===== config.mk =====
export PLATFORM = sky130hd
export DESIGN_NAME = ps2_tx
export DESIGN_NICKNAME = d
export VERILOG_FILES = /design/src/rtl/ps2_tx.sv
export SDC_FILE = /design/constraint.sdc
export NUM_CORES = 1
export LEC_CHECK = 0
export ABC_AREA = 1
export CAP_MARGIN = 20
export CELL_PAD_IN_SITES_DETAIL_PLACEMENT = 2
export CELL_PAD_IN_SITES_GLOBAL_PLACEMENT = 2
export CORE_MARGIN = 3
export CORE_UTILIZATION = 34
export CTS_BUF_LIST = sky130_fd_sc_hd__clkbuf_16
export DETAILED_ROUTE_END_ITERATION = 10
export GPL_TIMING_DRIVEN = 0
export PLACE_DENSITY = 0.79
export REMOVE_ABC_BUFFERS = 1
export SLEW_MARGIN = 40
export SYNTH_ARGS = -nofsm -noshare
export SYNTH_HDL_FRONTEND = slang
export SYNTH_SLANG_ARGS = --single-unit

===== constraint.sdc =====
create_clock -name clk -period 1.8 [get_ports clk]
set_input_delay 0.36 -clock clk [delete_from_list [all_inputs] [get_ports clk]]
set_output_delay 0.36 -clock clk [all_outputs]
set_load 0.01 [all_outputs]

===== src/rtl/ps2_tx.sv =====
// rtl/ps2_tx.sv - PS/2 host-to-device command transmitter; PS2_TX_RETRY_EN enables two silent retries on NAK/timeout.
module ps2_tx #(
    parameter int INHIBIT_CYCLES = 5000,
    parameter int TIMEOUT_CYCLES = 750000
) (
    input  logic       clk,
    input  logic       rst_n,
    input  logic [7:0] tx_data,
    input  logic       tx_valid,
    output logic       tx_ready,
    output logic       busy,
    output logic       done,
    output logic       error,
    input  logic       ps2_clk_in,
    input  logic       ps2_data_in,
    output logic       ps2_clk_oe,
    output logic       ps2_data_oe
);
    localparam int MAX_CYCLES = (INHIBIT_CYCLES > TIMEOUT_CYCLES) ? INHIBIT_CYCLES : TIMEOUT_CYCLES;
    localparam int CW = $clog2(MAX_CYCLES + 1);
    localparam logic [CW-1:0] INHIBIT_LAST = CW'(INHIBIT_CYCLES - 1);
    localparam logic [CW-1:0] TIMEOUT_LAST = CW'(TIMEOUT_CYCLES - 1);

    typedef enum logic [2:0] {
        IDLE, INHIBIT, START, DATA, PARITY, STOP, WAIT_IDLE
    } state_t;

    state_t        state, state_nxt;
    logic          clk_s1, clk_s2, clk_s3, data_s1, data_s2;
    logic          fe;
    logic [CW-1:0] cnt;
    logic [7:0]    tx_byte;
    logic          parity;
    logic [2:0]    bitcnt;
    logic          nak;
    logic          accept, waiting, bus_idle;
    logic          attempt_end, timeout_hit, attempt_fail, retry_ok;

    // Sync flops idle high so reset never fabricates a falling edge.
    always_ff @(posedge clk or negedge rst_n) begin
        if (!rst_n) begin
            clk_s1  <= 1'b1;
            clk_s2  <= 1'b1;
            clk_s3  <= 1'b1;
            data_s1 <= 1'b1;
            data_s2 <= 1'b1;
        end else begin
            clk_s1  <= ps2_clk_in;
            clk_s2  <= clk_s1;
            clk_s3  <= clk_s2;
            data_s1 <= ps2_data_in;
            data_s2 <= data_s1;
        end
    end

    assign fe           = clk_s3 & ~clk_s2;
    assign accept       = (state == IDLE) && tx_valid;
    assign waiting      = state inside {START, DATA, PARITY, STOP, WAIT_IDLE};
    assign bus_idle     = clk_s2 && data_s2;
    assign attempt_end  = (state == WAIT_IDLE) && bus_idle;
    // A bus release on the last allowed cycle still counts as completion.
    assign timeout_hit  = waiting && !fe && !attempt_end && (cnt == TIMEOUT_LAST);
    assign attempt_fail = timeout_hit || (attempt_end && nak);

`ifdef PS2_TX_RETRY_EN
    logic [1:0] retries;

    assign retry_ok = (retries != 2'd2);

    always_ff @(posedge clk or negedge rst_n) begin
        if (!rst_n) begin
            retries <= 2'd0;
        end else if (accept) begin
            retries <= 2'd0;
        end else if (attempt_fail && retry_ok) begin
            retries <= retries + 2'd1;
        end
    end
`else
    assign retry_ok = 1'b0;
`endif

    always_ff @(posedge clk or negedge rst_n) begin
        if (!rst_n) begin
            state <= IDLE;
        end else begin
            state <= state_nxt;
        end
    end

    always_comb begin
        state_nxt = state;
        case (state)
            IDLE:      if (tx_valid) state_nxt = INHIBIT;
            INHIBIT:   if (cnt == INHIBIT_LAST) state_nxt = START;
            START:     if (fe) state_nxt = DATA;
            DATA:      if (fe && bitcnt == 3'd7) state_nxt = PARITY;
            PARITY:    if (fe) state_nxt = STOP;
            STOP:      if (fe) state_nxt = WAIT_IDLE;
            WAIT_IDLE: if (attempt_end) state_nxt = IDLE;
            default:   state_nxt = IDLE;
        endcase
        if (attempt_fail) begin
            state_nxt = retry_ok ? INHIBIT : IDLE;
        end
    end

    always_ff @(posedge clk or negedge rst_n) begin
        if (!rst_n) begin
            cnt     <= '0;
            tx_byte <= 8'h00;
            parity  <= 1'b0;
            bitcnt  <= 3'd0;
            nak     <= 1'b0;
            done    <= 1'b0;
            error   <= 1'b0;
        end else begin
            done  <= attempt_end && !nak;
            error <= attempt_fail && !retry_ok;
            if (accept) begin
                tx_byte <= tx_data;
                parity  <= ~^tx_data;
                bitcnt  <= 3'd0;
                nak     <= 1'b0;
                cnt     <= '0;
            end else if (attempt_fail) begin
                cnt    <= '0;
                bitcnt <= 3'd0;
                nak    <= 1'b0;
            end else begin
                case (state)
                    INHIBIT:                          cnt <= (cnt == INHIBIT_LAST) ? '0 : cnt + CW'(1);
                    START, DATA, PARITY, STOP, WAIT_IDLE: cnt <= fe ? '0 : cnt + CW'(1);
                    default:                          cnt <= '0;
                endcase
                if (state == DATA && fe) begin
                    bitcnt <= bitcnt + 3'd1;
                end
                // Device pulls data low during the extra clock to acknowledge.
                if (state == STOP && fe) begin
                    nak <= data_s2;
                end
            end
        end
    end

    always_comb begin
        ps2_clk_oe  = 1'b0;
        ps2_data_oe = 1'b0;
        case (state)
            INHIBIT: ps2_clk_oe  = 1'b1;
            START:   ps2_data_oe = 1'b1;
            DATA:    ps2_data_oe = ~tx_byte[bitcnt];
            PARITY:  ps2_data_oe = ~parity;
            default: ;
        endcase
    end

    assign tx_ready = (state == IDLE);
    assign busy     = (state != IDLE);

endmodule


==> results.ini <==
[run_status]
status = complete, but fails checks
violations = negative setup slack

[sta]
post-route-min-period_ns = 1.99
fin_setup_tns_ns = -0.429
rsz0062_at_grt = true
tightest_slew_ns = 0.379
finalHoldViolCount = 0
timing.fmax_ghz = 0.503
whs_ns = 0.355
setup_slack_ns = -0.187
setup_viol_count_final = 12
drv_slew = 0
relSlewSlack_pct = 74.7
period_share_pct = 110
finalClockSkew_ns = 0.0111

[min_path]
whs_path_depth = 0
hold_start = data_s1
min_path_type = reg -> reg

[run]
max_cap_violations = 0

[placed_design]
place_congestion = 0.806
dp_slack_ns = -0.278
port_buffers = 18
dp.cells = 454
dp_hpwl_um = 5400

[power]
intPower_uw = 2690
power_frac_clock_pct = 18.9
p_leak_uw = 0.00161
p_switching_uw = 2070
combPwrFrac_pct = 52.8
p_seq_share_pct = 28.2
switching_share_pct = 43.5
ir_drop_v = 0.000437
power_density_mw_per_mm2 = 1350

[floorplan]
die_area_mm2 = 0.00871
num_rows = 31
io_pins = 19
coreArea_mm2 = 0.00733
start_util_pct = 35.4
die_x_um = 93.3
die_y_um = 93.3

[layout]
instances_no_fill = 490
final_cell_mix = nand2_1 (79), inv_1 (44), nor2_1 (39)
fill_cells = 812
final_nets = 408
n_antenna_cell = 0
final_common_cell = nand2_1
drive_gt1_share_pct = 26.9
fin_util_pct = 48.0
area_growth_pct = 35.6

[clock_network]
clock_path_buffers = 2
cts_tree = yes
cts.sinks = 43
clkLatencyLatePin_ns = 0.29
clk_pin_slew_worst_paths_ns = 0.07
cts_made_buffers = 5
root_buffer = clkbuf_16
cts-htree-levels = 2

[synth]
yosys_warnings = 0
ys_seq_area_share_pct = 41.7
ys_types = 30
synth_area_per_cell_um2 = 7.58
ys_ff_latch = 43
syn_inst = 342
syn_area_mm2 = 0.00259

[global_route]
antenna_found_initial = 0
grt_pass1_vias = 2636
grt_first_pass_wirelength_um = 13800
grt_use_total_pct = 20.6
grt_max_degree = 28
gr-total-overflow = 0

[routing]
vias = 2442
vias_per_cell = 4.98
routedWlPerCell_um = 19.8
remaining_drc_errors = 0
first_pass_iters = 4
dr.first_iter.drc_count = 87
routed_wl_um = 9730
ant_nets = 0

[critical_path]
start_kind = flop
crit_path_end_kind = output port
crit_type = reg -> out
cp-startpoint = bitcnt[0]
crit_required_ns = 1.44
r2r_start = state[1]
critPathMaxFanout = 5
cp_data_arrival_time_ns = 1.63
rr_worst_depth = 9

cell type report:
cell class              count  area (um^2)  area share (%)
repair buffers             47          475            13.5
clock buffers               5          125            3.56
well taps                  99          124            3.52
multi-input cells         246         1510            43.0
inverters                  47          176            5.02
clock inverters             3         15.0           0.427
flip-flops and latches     43         1090            31.0
logic make-up (layout without fill, tap and decap cells):
| family | count (synthesis) | count (layout) | synth area share, % |
|---|---|---|---|
| AO/OA/AOI/OAI | 21 | 21 | 4.10 |
| XOR/XNOR | 26 | 26 | 8.78 |
| adder cells (fa/ha/maj) | 5 | 5 | 2.41 |
| buffers and inverters | 53 | 102 | 8.64 |
| flip-flops | 43 | 43 | 41.7 |
| multiplexers | 1 | 1 | 0.386 |
| AND/OR/NAND/NOR | 193 | 193 | 33.9 |
metal layers:
metal	share of wire [%]	global-route usage, %	vias up	wire, um
li1	-	-	1149	-
met5	0	0	-	0
met3	2.0	2.57	18	199
met4	2.6	7.57	0	248
met1	42	24.5	1242	4040
met2	54	37.7	33	5240
final timing paths:
check                           slack, ns           to
worst max register to register      -0.04       cnt[9]
worst min-delay path                 0.36      data_s2
max in group asynchronous            0.78      data_s1
worst min register to register       0.36      data_s2
worst max-delay path                -0.19  ps2_data_oe
min in group asynchronous            0.49       cnt[6]
cell usage after synthesis:
cell type | n | area share [%]
or2_4 | 1 | 0.34
nand2_4 | 2 | 0.87
buf_6 | 3 | 1.3
nor2_4 | 3 | 1.3
clkbuf_1 | 1 | 0.14
inv_2 | 1 | 0.14
a21oi_1 | 4 | 0.77
a31oi_1 | 1 | 0.24
dfstp_2 | 5 | 5.1
nand3_1 | 23 | 4.4
nor3_4 | 1 | 0.63
nor2_1 | 52 | 7.5
or2_0 | 1 | 0.24
nand2_1 | 87 | 13
mux2i_1 | 1 | 0.39
nand4_1 | 3 | 0.72
xor2_1 | 18 | 6.1
nand2_2 | 1 | 0.24
nand3b_1 | 1 | 0.29
nor3_1 | 4 | 0.77
nand3_2 | 1 | 0.39
nor2_2 | 11 | 2.7
nand3_4 | 1 | 0.68
ha_1 | 5 | 2.4
o21ai_0 | 16 | 3.1
xnor2_1 | 8 | 2.7
inv_1 | 46 | 6.7
buf_2 | 2 | 0.39
dfrtp_1 | 38 | 37
and2_1 | 1 | 0.24
repair_timing:
item,CTS,global route
hold buffers,1,0
cloned,0,2
endpoints found under the setup margin,32,30
hold endpoints to repair,16,0
pin swaps,7,12
resized for setup,32,52
setup buffers,14,11
flip-flops by register name, summed over array words and instances (netlist names):
name and flops:
clk_s3 1, cnt 20, data_s1 1, state 3, parity 1, error 1
clk_s1 1, done 1, tx_byte 8, data_s2 1, clk_s2 1, bitcnt 3
nak 1
worst max-delay path: stages (launching register included):
cell	delay, ns
dfrtp_2	0.45
buf_12	0.15
nand2_2	0.06
o21ai_2	0.06
o21ai_2	0.19
nand2_1	0.13
nand3_2	0.11
nand2_1	0.05
buf_2	0.13
power by group through the flow:
stage / clock network, uW / registers (uW) / logic (uW)
after global placement: 0 / 1350 / 1340
after detailed placement: 0 / 1370 / 1410
after global routing: 947 / 1370 / 2730
final: 900 / 1340 / 2510
after CTS: 914 / 1320 / 1720
after floorplan: 0 / 1310 / 949
through the flow:
| step | instance area (um^2) | power [uW] |
|---|---|---|
| 3_5_place_dp | 2870 | 2770 |
| 3_3_place_gp | 2850 | 2690 |
| 5_1_grt | 3520 | 5040 |
| 4_1_cts | 3190 | 3950 |
| 6_report | 3520 | 4750 |
| 2_1_floorplan | 2540 | 2260 |
Power figures use the tool's default switching activity.
